$ cat config.mk
export PLATFORM = sky130hd
export DESIGN_NAME = issue_fust_sched_flat
export DESIGN_NICKNAME = d
export VERILOG_FILES = /design/src/rtl/datapath_pkg.sv /design/src/rtl/issue_fust_sched_if.sv /design/src/rtl/issue_rr_arbiter.sv /design/src/rtl/issue_fust_sched.sv /design/src/flat_wrapper.sv
export SDC_FILE = /design/constraint.sdc
export NUM_CORES = 1
export LEC_CHECK = 0
export ABC_AREA = 0
export CORE_UTILIZATION = 47
export CTS_BUF_LIST = sky130_fd_sc_hd__clkbuf_4 sky130_fd_sc_hd__clkbuf_8 sky130_fd_sc_hd__clkbuf_16
export CTS_CLUSTER_DIAMETER = 80
export DETAILED_ROUTE_END_ITERATION = 10
export GPL_ROUTABILITY_DRIVEN = 0
export PLACE_DENSITY = 0.7
export SKIP_CTS_REPAIR_TIMING = 1
export SLEW_MARGIN = 10
export SYNTH_ARGS = -nofsm -noshare
export SYNTH_HDL_FRONTEND = slang
export SYNTH_SLANG_ARGS = --single-unit
export TNS_END_PERCENT = 100
$ cat constraint.sdc
create_clock -name CLK -period 5.5 [get_ports CLK]
set_input_delay 1.1 -clock CLK [delete_from_list [all_inputs] [get_ports CLK]]
set_output_delay 1.1 -clock CLK [all_outputs]
set_load 0.02 [all_outputs]
$ cat src/rtl/datapath_pkg.sv
// datapath_pkg: shared widths, FU status-row layout and row state encoding for the issue stage.
package datapath_pkg;
   localparam int FUST_NUM_FU  = 5;
   localparam int FUST_NUM_SRC = 3;
   localparam int FUST_OP_W    = 8;
   localparam int REG_W        = 5;
   localparam int FUST_TAG_W   = $clog2(FUST_NUM_FU + 1);
   localparam int FUST_FU_W    = $clog2(FUST_NUM_FU);

   typedef enum logic [1:0] {FU_IDLE, FU_WAIT, FU_READY, FU_EXEC} fust_state_e;

   // tag 0 = operand ready, tag k = waiting on FU k-1
   typedef struct packed {
      logic                                        busy;
      logic                                        spec;
      logic [FUST_OP_W-1:0]                        op;
      logic [REG_W-1:0]                            rd;
      logic [FUST_NUM_SRC-1:0][REG_W-1:0]          rs;
      logic [FUST_NUM_SRC-1:0][FUST_TAG_W-1:0]     tag;
   } fust_row_t;
endpackage

$ cat src/rtl/issue_fust_sched_if.sv
// issue_fust_sched_if: dispatch, writeback, branch and issue signals of the FU status-table scheduler.
interface issue_fust_sched_if;
   import datapath_pkg::*;
   logic                               disp_valid;
   logic [FUST_FU_W-1:0]               disp_fu;
   logic [FUST_OP_W-1:0]               disp_op;
   logic [REG_W-1:0]                   disp_rd;
   logic [FUST_NUM_SRC*REG_W-1:0]      disp_rs;
   logic [FUST_NUM_SRC*FUST_TAG_W-1:0] disp_tag;
   logic                               disp_spec;
   logic                               disp_halt;
   logic [FUST_NUM_FU-1:0]             disp_ready;
   logic [FUST_NUM_FU-1:0]             wb_valid;
   logic                               branch_miss;
   logic                               branch_resolved;
   logic                               freeze;
   logic                               issue_valid;
   logic [FUST_FU_W-1:0]               issue_fu;
   logic [FUST_OP_W-1:0]               issue_op;
   logic [REG_W-1:0]                   issue_rd;
   logic [FUST_NUM_SRC*REG_W-1:0]      issue_rs;
   logic [2*FUST_NUM_FU-1:0]           fust_state;
   logic                               halt;

   modport master (
      output disp_valid, disp_fu, disp_op, disp_rd, disp_rs, disp_tag, disp_spec, disp_halt,
             wb_valid, branch_miss, branch_resolved, freeze,
      input  disp_ready, issue_valid, issue_fu, issue_op, issue_rd, issue_rs, fust_state, halt
   );
   modport slave (
      input  disp_valid, disp_fu, disp_op, disp_rd, disp_rs, disp_tag, disp_spec, disp_halt,
             wb_valid, branch_miss, branch_resolved, freeze,
      output disp_ready, issue_valid, issue_fu, issue_op, issue_rd, issue_rs, fust_state, halt
   );
endinterface

$ cat src/rtl/issue_rr_arbiter.sv
// issue_rr_arbiter: combinational round-robin pick of the first request at or after ptr, wrapping modulo N.
module issue_rr_arbiter #(
   parameter int N = 5,
   localparam int W = $clog2(N)
) (
   input  logic [N-1:0] req,
   input  logic [W-1:0] ptr,
   output logic         gnt_valid,
   output logic [W-1:0] gnt_idx
);
   logic [W-1:0] k;

   // scanning offsets downward leaves the closest one to ptr as the final winner
   always_comb begin
      gnt_valid = |req;
      gnt_idx = '0;
      k = '0;
      for (int i = N - 1; i >= 0; i--) begin
         k = W'((int'(ptr) + i) % N);
         if (req[k]) gnt_idx = k;
      end
   end
endmodule

$ cat src/rtl/issue_fust_sched.sv
// issue_fust_sched: per-FU status table with tag wakeup, speculative squash, halt tracking
// and one round-robin issue per cycle.
module issue_fust_sched
   import datapath_pkg::*;
(
   input  logic CLK,
   input  logic nRST,
   issue_fust_sched_if.slave bus
);
   localparam int N  = FUST_NUM_FU;
   localparam int S  = FUST_NUM_SRC;
   localparam int TW = FUST_TAG_W;
   localparam int FW = FUST_FU_W;

   fust_state_e   st [N];
   fust_state_e   st_n [N];
   fust_row_t     row [N];
   fust_row_t     row_n [N];
   logic [FW-1:0] ptr, gnt_idx;
   logic [N-1:0]  req;
   logic [N:0]    wbx;
   logic          gnt_valid, accept, halt_acc, all_idle, pend, pend_spec, halt_q;

   // wbx[k] is the writeback of FU k-1, so tag 0 never matches
   function automatic logic [TW-1:0] wake(input logic [TW-1:0] t, input logic [N:0] w);
      return (int'(t) <= N && w[t]) ? '0 : t;
   endfunction

   assign wbx = {bus.wb_valid, 1'b0};
   assign accept = bus.disp_valid && !bus.disp_halt && int'(bus.disp_fu) < N && bus.disp_ready[bus.disp_fu];
   assign halt_acc = bus.disp_valid && bus.disp_halt && !bus.freeze && !bus.branch_miss;

   always_comb begin
      req = '0;
      bus.disp_ready = '0;
      bus.fust_state = '0;
      all_idle = 1'b1;
      for (int f = 0; f < N; f++) begin
         req[f] = st[f] == FU_READY;
         bus.disp_ready[f] = !bus.freeze && !bus.branch_miss &&
                             (st[f] == FU_IDLE || (st[f] == FU_EXEC && bus.wb_valid[f]));
         bus.fust_state[2*f +: 2] = st[f];
         all_idle &= !row[f].busy;
      end
   end

   issue_rr_arbiter #(.N(N)) u_arb (
      .req       (req),
      .ptr       (ptr),
      .gnt_valid (gnt_valid),
      .gnt_idx   (gnt_idx)
   );

   assign bus.issue_valid = gnt_valid && !bus.freeze;
   assign bus.issue_fu = bus.issue_valid ? gnt_idx : '0;
   assign bus.issue_op = bus.issue_valid ? row[gnt_idx].op : '0;
   assign bus.issue_rd = bus.issue_valid ? row[gnt_idx].rd : '0;
   assign bus.issue_rs = bus.issue_valid ? row[gnt_idx].rs : '0;
   assign bus.halt = halt_q;

   // later updates override earlier ones: wake, issue, complete, dispatch, squash
   always_comb begin
      for (int f = 0; f < N; f++) begin
         row_n[f] = row[f];
         st_n[f] = st[f];
         for (int s = 0; s < S; s++) row_n[f].tag[s] = wake(row[f].tag[s], wbx);
         if (st[f] == FU_WAIT && row_n[f].tag == '0) st_n[f] = FU_READY;
         if (bus.issue_valid && gnt_idx == FW'(f)) st_n[f] = FU_EXEC;
         if (st[f] == FU_EXEC && bus.wb_valid[f]) begin
            st_n[f] = FU_IDLE;
            row_n[f].busy = 1'b0;
         end
         if (bus.branch_resolved && !bus.branch_miss) row_n[f].spec = 1'b0;
         if (accept && bus.disp_fu == FW'(f)) begin
            row_n[f].busy = 1'b1;
            row_n[f].spec = bus.disp_spec;
            row_n[f].op = bus.disp_op;
            row_n[f].rd = bus.disp_rd;
            row_n[f].rs = bus.disp_rs;
            for (int s = 0; s < S; s++) row_n[f].tag[s] = wake(bus.disp_tag[s*TW +: TW], wbx);
            st_n[f] = row_n[f].tag == '0 ? FU_READY : FU_WAIT;
         end
         if (bus.branch_miss && row[f].spec && st[f] != FU_IDLE) begin
            st_n[f] = FU_IDLE;
            row_n[f].busy = 1'b0;
            row_n[f].spec = 1'b0;
            row_n[f].tag = '0;
         end
      end
   end

   always_ff @(posedge CLK) begin
      if (!nRST) begin
         st <= '{default: FU_IDLE};
         row <= '{default: '0};
         ptr <= '0;
         pend <= 1'b0;
         pend_spec <= 1'b0;
         halt_q <= 1'b0;
      end else begin
         st <= st_n;
         row <= row_n;
         if (bus.issue_valid) ptr <= (int'(gnt_idx) == N - 1) ? '0 : gnt_idx + 1'b1;
         if (halt_acc) begin
            pend <= 1'b1;
            pend_spec <= bus.disp_spec;
         end else if (bus.branch_miss && pend_spec) begin
            pend <= 1'b0;
            pend_spec <= 1'b0;
         end else if (bus.branch_resolved) begin
            pend_spec <= 1'b0;
         end
         if (pend && all_idle) halt_q <= 1'b1;
      end
   end
endmodule

$ cat src/flat_wrapper.sv
// flat-port wrapper written by rule: the top's interface ports become plain ports
module issue_fust_sched_flat import datapath_pkg::*;
  (CLK, nRST, bus_disp_valid, bus_disp_fu, bus_disp_op, bus_disp_rd, bus_disp_rs, bus_disp_tag, bus_disp_spec, bus_disp_halt, bus_wb_valid, bus_branch_miss, bus_branch_resolved, bus_freeze, bus_disp_ready, bus_issue_valid, bus_issue_fu, bus_issue_op, bus_issue_rd, bus_issue_rs, bus_fust_state, bus_halt);
  issue_fust_sched_if bus_i ();
  input  logic CLK;
  input  logic nRST;
  input wire logic [$bits(bus_i.disp_valid)-1:0] bus_disp_valid;
  input wire logic [$bits(bus_i.disp_fu)-1:0] bus_disp_fu;
  input wire logic [$bits(bus_i.disp_op)-1:0] bus_disp_op;
  input wire logic [$bits(bus_i.disp_rd)-1:0] bus_disp_rd;
  input wire logic [$bits(bus_i.disp_rs)-1:0] bus_disp_rs;
  input wire logic [$bits(bus_i.disp_tag)-1:0] bus_disp_tag;
  input wire logic [$bits(bus_i.disp_spec)-1:0] bus_disp_spec;
  input wire logic [$bits(bus_i.disp_halt)-1:0] bus_disp_halt;
  input wire logic [$bits(bus_i.wb_valid)-1:0] bus_wb_valid;
  input wire logic [$bits(bus_i.branch_miss)-1:0] bus_branch_miss;
  input wire logic [$bits(bus_i.branch_resolved)-1:0] bus_branch_resolved;
  input wire logic [$bits(bus_i.freeze)-1:0] bus_freeze;
  output wire logic [$bits(bus_i.disp_ready)-1:0] bus_disp_ready;
  output wire logic [$bits(bus_i.issue_valid)-1:0] bus_issue_valid;
  output wire logic [$bits(bus_i.issue_fu)-1:0] bus_issue_fu;
  output wire logic [$bits(bus_i.issue_op)-1:0] bus_issue_op;
  output wire logic [$bits(bus_i.issue_rd)-1:0] bus_issue_rd;
  output wire logic [$bits(bus_i.issue_rs)-1:0] bus_issue_rs;
  output wire logic [$bits(bus_i.fust_state)-1:0] bus_fust_state;
  output wire logic [$bits(bus_i.halt)-1:0] bus_halt;
  assign bus_i.disp_valid = bus_disp_valid;
  assign bus_i.disp_fu = bus_disp_fu;
  assign bus_i.disp_op = bus_disp_op;
  assign bus_i.disp_rd = bus_disp_rd;
  assign bus_i.disp_rs = bus_disp_rs;
  assign bus_i.disp_tag = bus_disp_tag;
  assign bus_i.disp_spec = bus_disp_spec;
  assign bus_i.disp_halt = bus_disp_halt;
  assign bus_i.wb_valid = bus_wb_valid;
  assign bus_i.branch_miss = bus_branch_miss;
  assign bus_i.branch_resolved = bus_branch_resolved;
  assign bus_i.freeze = bus_freeze;
  assign bus_disp_ready = bus_i.disp_ready;
  assign bus_issue_valid = bus_i.issue_valid;
  assign bus_issue_fu = bus_i.issue_fu;
  assign bus_issue_op = bus_i.issue_op;
  assign bus_issue_rd = bus_i.issue_rd;
  assign bus_issue_rs = bus_i.issue_rs;
  assign bus_fust_state = bus_i.fust_state;
  assign bus_halt = bus_i.halt;
  issue_fust_sched u_core (.CLK(CLK), .nRST(nRST), .bus(bus_i));
endmodule
# Yosys cells after proc, flatten, opt, wreduce, memory -nomap -nowiden
# Cells that the tools add are included.
[word_totals]
in_bits = 53
reg_bits = 211
word_cells = 377
out_inout_bits = 48
[classes]
addsub = 5
n_div = 5
mux = 116
n_reduce_logical = 118
n_eq_ne = 24
magnitude_cmp = 44
bitwise = 6
[op_table]
columns = ["operator", "n"]
rows = [
  ["two-way mux 39 bit", 5],
  ["remainder unit 32 x 4 -> 32 bit, second input constant", 4],
  ["binary-select mux 39 bit (select 3 bit)", 1],
  ["< comparator 3 x 4 -> 1 bit, second input constant", 24],
  ["two-way mux 3 bit", 25],
  ["two-way mux 37 bit", 2],
  ["binary-select mux 1 bit (select 3 bit)", 24],
  ["logical AND 1 bit", 64],
  ["<= comparator 3 bit, second input constant", 18],
  ["zero test 9 bit", 6],
  ["two-way mux 2 bit", 21],
  ["two-way mux 1 bit", 35],
  ["remainder unit 4 x 4 -> 32 bit, second input constant", 1],
  ["nonzero test 2 bit", 16],
  ["== test 2 bit, second input constant", 10],
  ["nonzero test 4 bit", 5],
  ["two-way mux 15 bit", 1],
  ["== test 3 x 2 -> 1 bit, second input constant", 4],
  ["== test 2 x 1 -> 1 bit, second input constant", 5],
  ["zero test 2 bit", 5],
  ["OR reduction 2 bit", 5],
  ["== test 3 bit, second input constant", 3],
  ["adder 3 x 2 -> 4 bit, second input constant", 2],
  ["zero test 1 bit", 8],
  ["other kinds (15)", 24],
]

# Logic depth before layout (Yosys ltp)
[depth]
ltp_word = 14
ltp_mapped = 25
ltp_nobuf = 19

# Hierarchy
# Synthesis repeated with hierarchy kept, for this count alone.
[hier_totals]
cells_unflattened = 1427
hier_area_um2 = 11603.6
[modules_own_cells]
columns = ["module", "area_each_um2", "n_inst", "seq_area_each_um2", "cells_each"]
rows = [
  ["issue_fust_sched", 10177.3, 1, 4224.1, 1213],
  ["issue_rr_arbiter", 1426.4, 1, 0.0, 214],
]

# Worst setup path after synthesis
# Ideal clock, no wire load.
[synth_timing]
kind = "register -> output"
from = "reg u_core.ptr[0]"
to = "out bus_issue_rd[0]"
path_buffers = 5
t_required_ps = 4400
path_stages_with_launch = 21
path_slack_ps = -588
t_arrival_ps = 4988
cell_sequence = "dfxtp_1 > buf_2 > clkbuf_1 > clkbuf_1 > inv_1 > ha_1 > clkbuf_1 > inv_1 > ha_1 > nand2b_1 > ha_1 > inv_1 > a31oi_1 > nand4_1 > a221oi_1 > nor3_1 > a311oi_1 > o211ai_1 > or3_1 > buf_4 > o221ai_1"
[synth_between]
elab_chain_len = 14
word_cells_on_any_way = 29
cone_classes = "add/sub: 4; div: 5; mux: 19; bitwise: 1"
[synth_lines]
columns = ["item", "line_no", "rtl"]
rows = [
  ["start: declaration", "issue_fust_sched.sv:19", "logic [FW-1:0] ptr, gnt_idx;"],
  ["start signal: assignment", "issue_fust_sched.sv:103", "if (bus.issue_valid) ptr <= (int'(gnt_idx) == N - 1) ? '0 : gnt_idx + 1'b1;"],
  ["adder 3 x 3 -> 4 bit", "issue_rr_arbiter.sv:19", "k = W'((int'(ptr) + i) % N);"],
  ["remainder unit 32 x 4 -> 32 bit", "issue_rr_arbiter.sv:19", ""],
  ["binary-select mux 1 bit (select 3 bit)", "issue_rr_arbiter.sv:20", "if (req[k]) gnt_idx = k;"],
  ["two-way mux 1 bit (not written as such)", "issue_rr_arbiter.sv:20", ""],
  ["two-way mux 3 bit (4 in series)", "issue_rr_arbiter.sv:20", ""],
  ["two-way mux 3 bit *", "issue_rr_arbiter.sv:20", ""],
  ["NOT 3 -> 4 bit (not written as such) *", "issue_fust_sched.sv:57", "assign bus.issue_rd = bus.issue_valid ? row[gnt_idx].rd : '0;"],
  ["binary-select mux 39 bit (select 3 bit) *", "issue_fust_sched.sv:57", ""],
  ["two-way mux 37 bit * (2 in series)", "-", ""],
  ["two-way mux 5 bit *", "issue_fust_sched.sv:57", ""],
  ["end: declaration", "flat_wrapper.sv:23", "output wire logic [$bits(bus_i.issue_rd)-1:0] bus_issue_rd;"],
]
# Every way passes the cells marked *; elsewhere a longest branch is shown, timed or not. The select of a mux whose other input is x is not followed.

# Worst setup path in the final report
[layout_timing]
from = "reg u_core.ptr[0]"
to = "out bus_issue_rs[11]"
[layout_between]
elab_chain_len = 14
word_cells_on_any_way = 29
cone_classes = "add/sub: 4; div: 5; mux: 19; bitwise: 1"
[layout_lines]
columns = ["item", "line_no", "rtl"]
rows = [
  ["adder 3 x 3 -> 4 bit", "issue_rr_arbiter.sv:19", ""],
  ["remainder unit 32 x 4 -> 32 bit", "issue_rr_arbiter.sv:19", ""],
  ["binary-select mux 1 bit (select 3 bit)", "issue_rr_arbiter.sv:20", ""],
  ["two-way mux 1 bit (not written as such)", "issue_rr_arbiter.sv:20", ""],
  ["two-way mux 3 bit (4 in series)", "issue_rr_arbiter.sv:20", ""],
  ["two-way mux 3 bit *", "issue_rr_arbiter.sv:20", ""],
  ["NOT 3 -> 4 bit (not written as such) *", "issue_fust_sched.sv:58", "assign bus.issue_rs = bus.issue_valid ? row[gnt_idx].rs : '0;"],
  ["binary-select mux 39 bit (select 3 bit) *", "issue_fust_sched.sv:58", ""],
  ["two-way mux 37 bit * (2 in series)", "-", ""],
  ["two-way mux 15 bit *", "issue_fust_sched.sv:58", ""],
  ["end: declaration", "flat_wrapper.sv:24", "output wire logic [$bits(bus_i.issue_rs)-1:0] bus_issue_rs;"],
]
# Marked as above.

==> impl_results.md <==
- Post-synthesis register bit count: around 210
- HP Class: flip-flop to flip-flop
- Crit path top cell by count: ha_4
- Clock transition at path regs: 0.06 ns
- Via density: 5.90
- Post-DRT Antenna Nets: 0
- Mapped cell area: 11900 µm²
- Crit share post-route: 1.02
- Largest stage delay on the critical path: ~0.5 ns
- Worst setup startpoint: u_core.ptr[0]
- Count of flip-flops with a built-in enable after synthesis: 0
- Crit. End Element: output port
- Largest net degree at the start of global routing: 137
- Commonest non-fill, non-tap cell in the layout: nand2_1
- Final WL: 38200 µm
- Final setup margin: -0.108 ns
- RSZ-0062 raised after global routing: yes
- WHS Endpoint: u_core.row[77]
- Clk_skew: 0.00934 ns
- ANT cells: 0
- Effective utilization at floorplan: 0.484
- Ys async rst share: 0
- Crit path time final: 5.61 ns
- Worst EP arrival: 4.51 ns
- Critical Path Fanout Max: 7
- Failing checks: setup timing
- Non-filler cells, final: 2040
- Vias: 12.0k
- Critical path buffers and inverters: 6
- Lkg Pwr: 0.00571 µW
- Sink Count: 211
- Avg Cell Area, Syn: 7.78 µm²
- Post-synthesis cell count: 1531
- Relative slew slack: 0.238
- Number of global-route vias before repair: 11.2k
- Initial DRC count: 1087
- DRC Markers: 0
- Fin Setup TNS: -2.05 ns
- GR Overflow Total: 0
- IO Port Bufs: 100
- R2R Path End: u_core.ptr[2]
- R2r setup slk: roughly 1.1 ns
- First-pass GRT wire length: 58700 µm
- Req. time, crit path: between 4 and 5 ns
- CTS buffer count: 24
- Share of cells above drive strength 1: 0.200
- Cells on worst reg2reg path: 21
- Area grow syn2layout: 33.2%
- Placement Rows: 57
- Outcome: complete, but fails checks
- Die area: 26000 µm²
- Measured slew at the worst slew-check pin: 1.14 ns
- Bufs on Longest Clock Path: 3
- Crit start category: flip-flop
- Core Area: ~25000 µm²
- Power per cell area: 405 nW/µm²
- Main synth FF type: dfxtp_1
- CTS tree: yes
- Setup CP Type: flip-flop to output port
- Register area share after synthesis: 0.355
- Yosys cell types: 79
- Peak supply drop: approximately 0.0004 V
- Die width: 161 µm
- Per-cell routed wire length: 18.7 µm
- HPWL Detailed: 24500 µm
- Crit path cell chain: ha_4, xor2_4, inv_2, ha_4, inv_2, ha_4, nand4b_1, o311ai_4, mux2i_1, or3_1, nor3b_2, buf_4, or4b_4, o211ai_1, or3_4, buf_12, buf_12, o221ai_4, buf_6
- Max frequency: about 0.18 GHz
- Hold path depth: 2
- Commonest cells after routing, fill and taps aside: nand2_1 (343), dfxtp_1 (208), a21boi_0 (144)
- Drt pass-1 iters: 7
- Fin. max-slew vios: 0
- Nets: 1773
- Critical hold path startpoint: u_core.row[77]
- CP max-delay cell: or4b_4
- Placed instance count: around 2.0k
- Worst R2R Start: u_core.ptr[0]
- Crit-path leading delay family: simple AND/OR/NAND/NOR gates
- Setup-failing EPs final: 27
- Num ports: 101
- Initial antenna violation count: 0
- Gr usage total: 0.279
- Post-Syn Nets: 1605
- Endpoints failing hold: 0
- Worst-skew pair later-pin latency: 0.52 ns
- H-Tree Depth: 1
- Worst slack, placed: -0.214 ns
- MaxCap Viol Count: 0
- Root Buffer Master: clkbuf_16
- Synth warnings: 0
- Die Y: 161 µm
## sequential cells by signal, indices dropped and copies added, names as in the netlist
| register | flops |
|---|---|
| u_core.ptr | 3 |
| u_core.row | 195 |
| u_core.pend_spec | 1 |
| u_core.bus.fust_state | 10 |
| u_core.pend | 1 |
| u_core.bus.halt | 1 |
## kinds of logic after synthesis
| logic type | count (synthesis) | synth area share |
|---|---|---|
| multiplexers | 100 | 0.0862 |
| AO/OA/AOI/OAI | 456 | 0.266 |
| flip-flops | 211 | 0.355 |
| XOR/XNOR | 7 | 0.00672 |
| buffers and inverters | 133 | 0.0456 |
| adder cells (fa/ha/maj) | 21 | 0.0221 |
| AND/OR/NAND/NOR | 603 | 0.219 |
## synth_stat cells (4+ instances only)
cell	instances	area, µm²
mux2i_1	97	971
buf_2	14	70.1
a21boi_0	144	1080
nand3_1	33	165
nand4_1	10	62.6
ha_1	21	263
nand2_1	344	1290
o21a_1	19	143
or3_1	7	43.8
and2_1	6	37.5
a211oi_1	5	37.5
o221ai_1	22	193
and3_1	4	25.0
nand2b_1	11	68.8
clkbuf_1	85	319
a31oi_1	4	25.0
o221ai_2	9	135
dfxtp_1	211	4220
o211ai_1	36	270
buf_1	4	15.0
or2_2	6	37.5
inv_1	23	86.3
xnor2_1	4	35.0
a22oi_1	7	52.6
a21oi_1	93	465
nor2b_1	9	56.3
nor2_1	121	454
nor4_1	10	62.6
o22ai_1	6	37.5
o21ai_0	70	350
nor3_1	19	95.1
a211o_1	4	35.0
## area by class of cell
type                       instances  area [µm²]
fill                            2087        8740
multi-input combinational       1187        7970
sequential                       211        4230
timing repair buffer             249        2350
clock buffer                      33         698
tap                              324         405
clock inverter                    10         110
inverter                          26         103
## worst max path at each step
stage	endpoint	slack [ns]	depth (start not counted)
2_1_floorplan	bus_issue_op[0]	0.01	20
3_3_place_gp	bus_issue_rs[9]	-0.11	18
3_5_place_dp	bus_issue_rd[4]	-0.21	18
4_1_cts	bus_issue_rd[4]	-0.77	18
5_1_grt	bus_issue_rs[13]	-0.26	19
6_report	bus_issue_rs[11]	-0.11	19
## tightest hold or removal path: stages (launching register included)
cell     delay, ns
dfxtp_1       0.31
nand2_1       0.05
a21oi_1       0.05
## stage by stage
| stage | instance area (µm²) | utilization | total power (µW) | hold slack [ns] |
|---|---|---|---|---|
| after floorplan | 12400 | - | 3220 | 0.431 |
| after global placement | 14400 | 0.585 | 4280 | 0.439 |
| after detailed placement | 14400 | 0.585 | 4310 | 0.445 |
| after CTS | 15200 | 0.618 | 5930 | 0.454 |
| after global routing | 15900 | 0.645 | 6670 | 0.482 |
| final | 15900 | 0.645 | 6430 | 0.456 |
## layer usage
layer / up-vias / part of all wire / track usage
met5: - / 0 / 0
li1: 5750 / - / -
met4: 0 / 0.036 / 0.110
met1: 5724 / 0.43 / 0.366
met3: 97 / 0.061 / 0.0298
met2: 458 / 0.48 / 0.468
## power breakdown
part,internal [µW],switching (µW),leakage (µW)
logic,1560,1630,0.00360
registers,1560,49.5,0.00170
clock network,985,647,0.000407
total,4100,2330,0.00571
(Power assumes the default switching activity.)
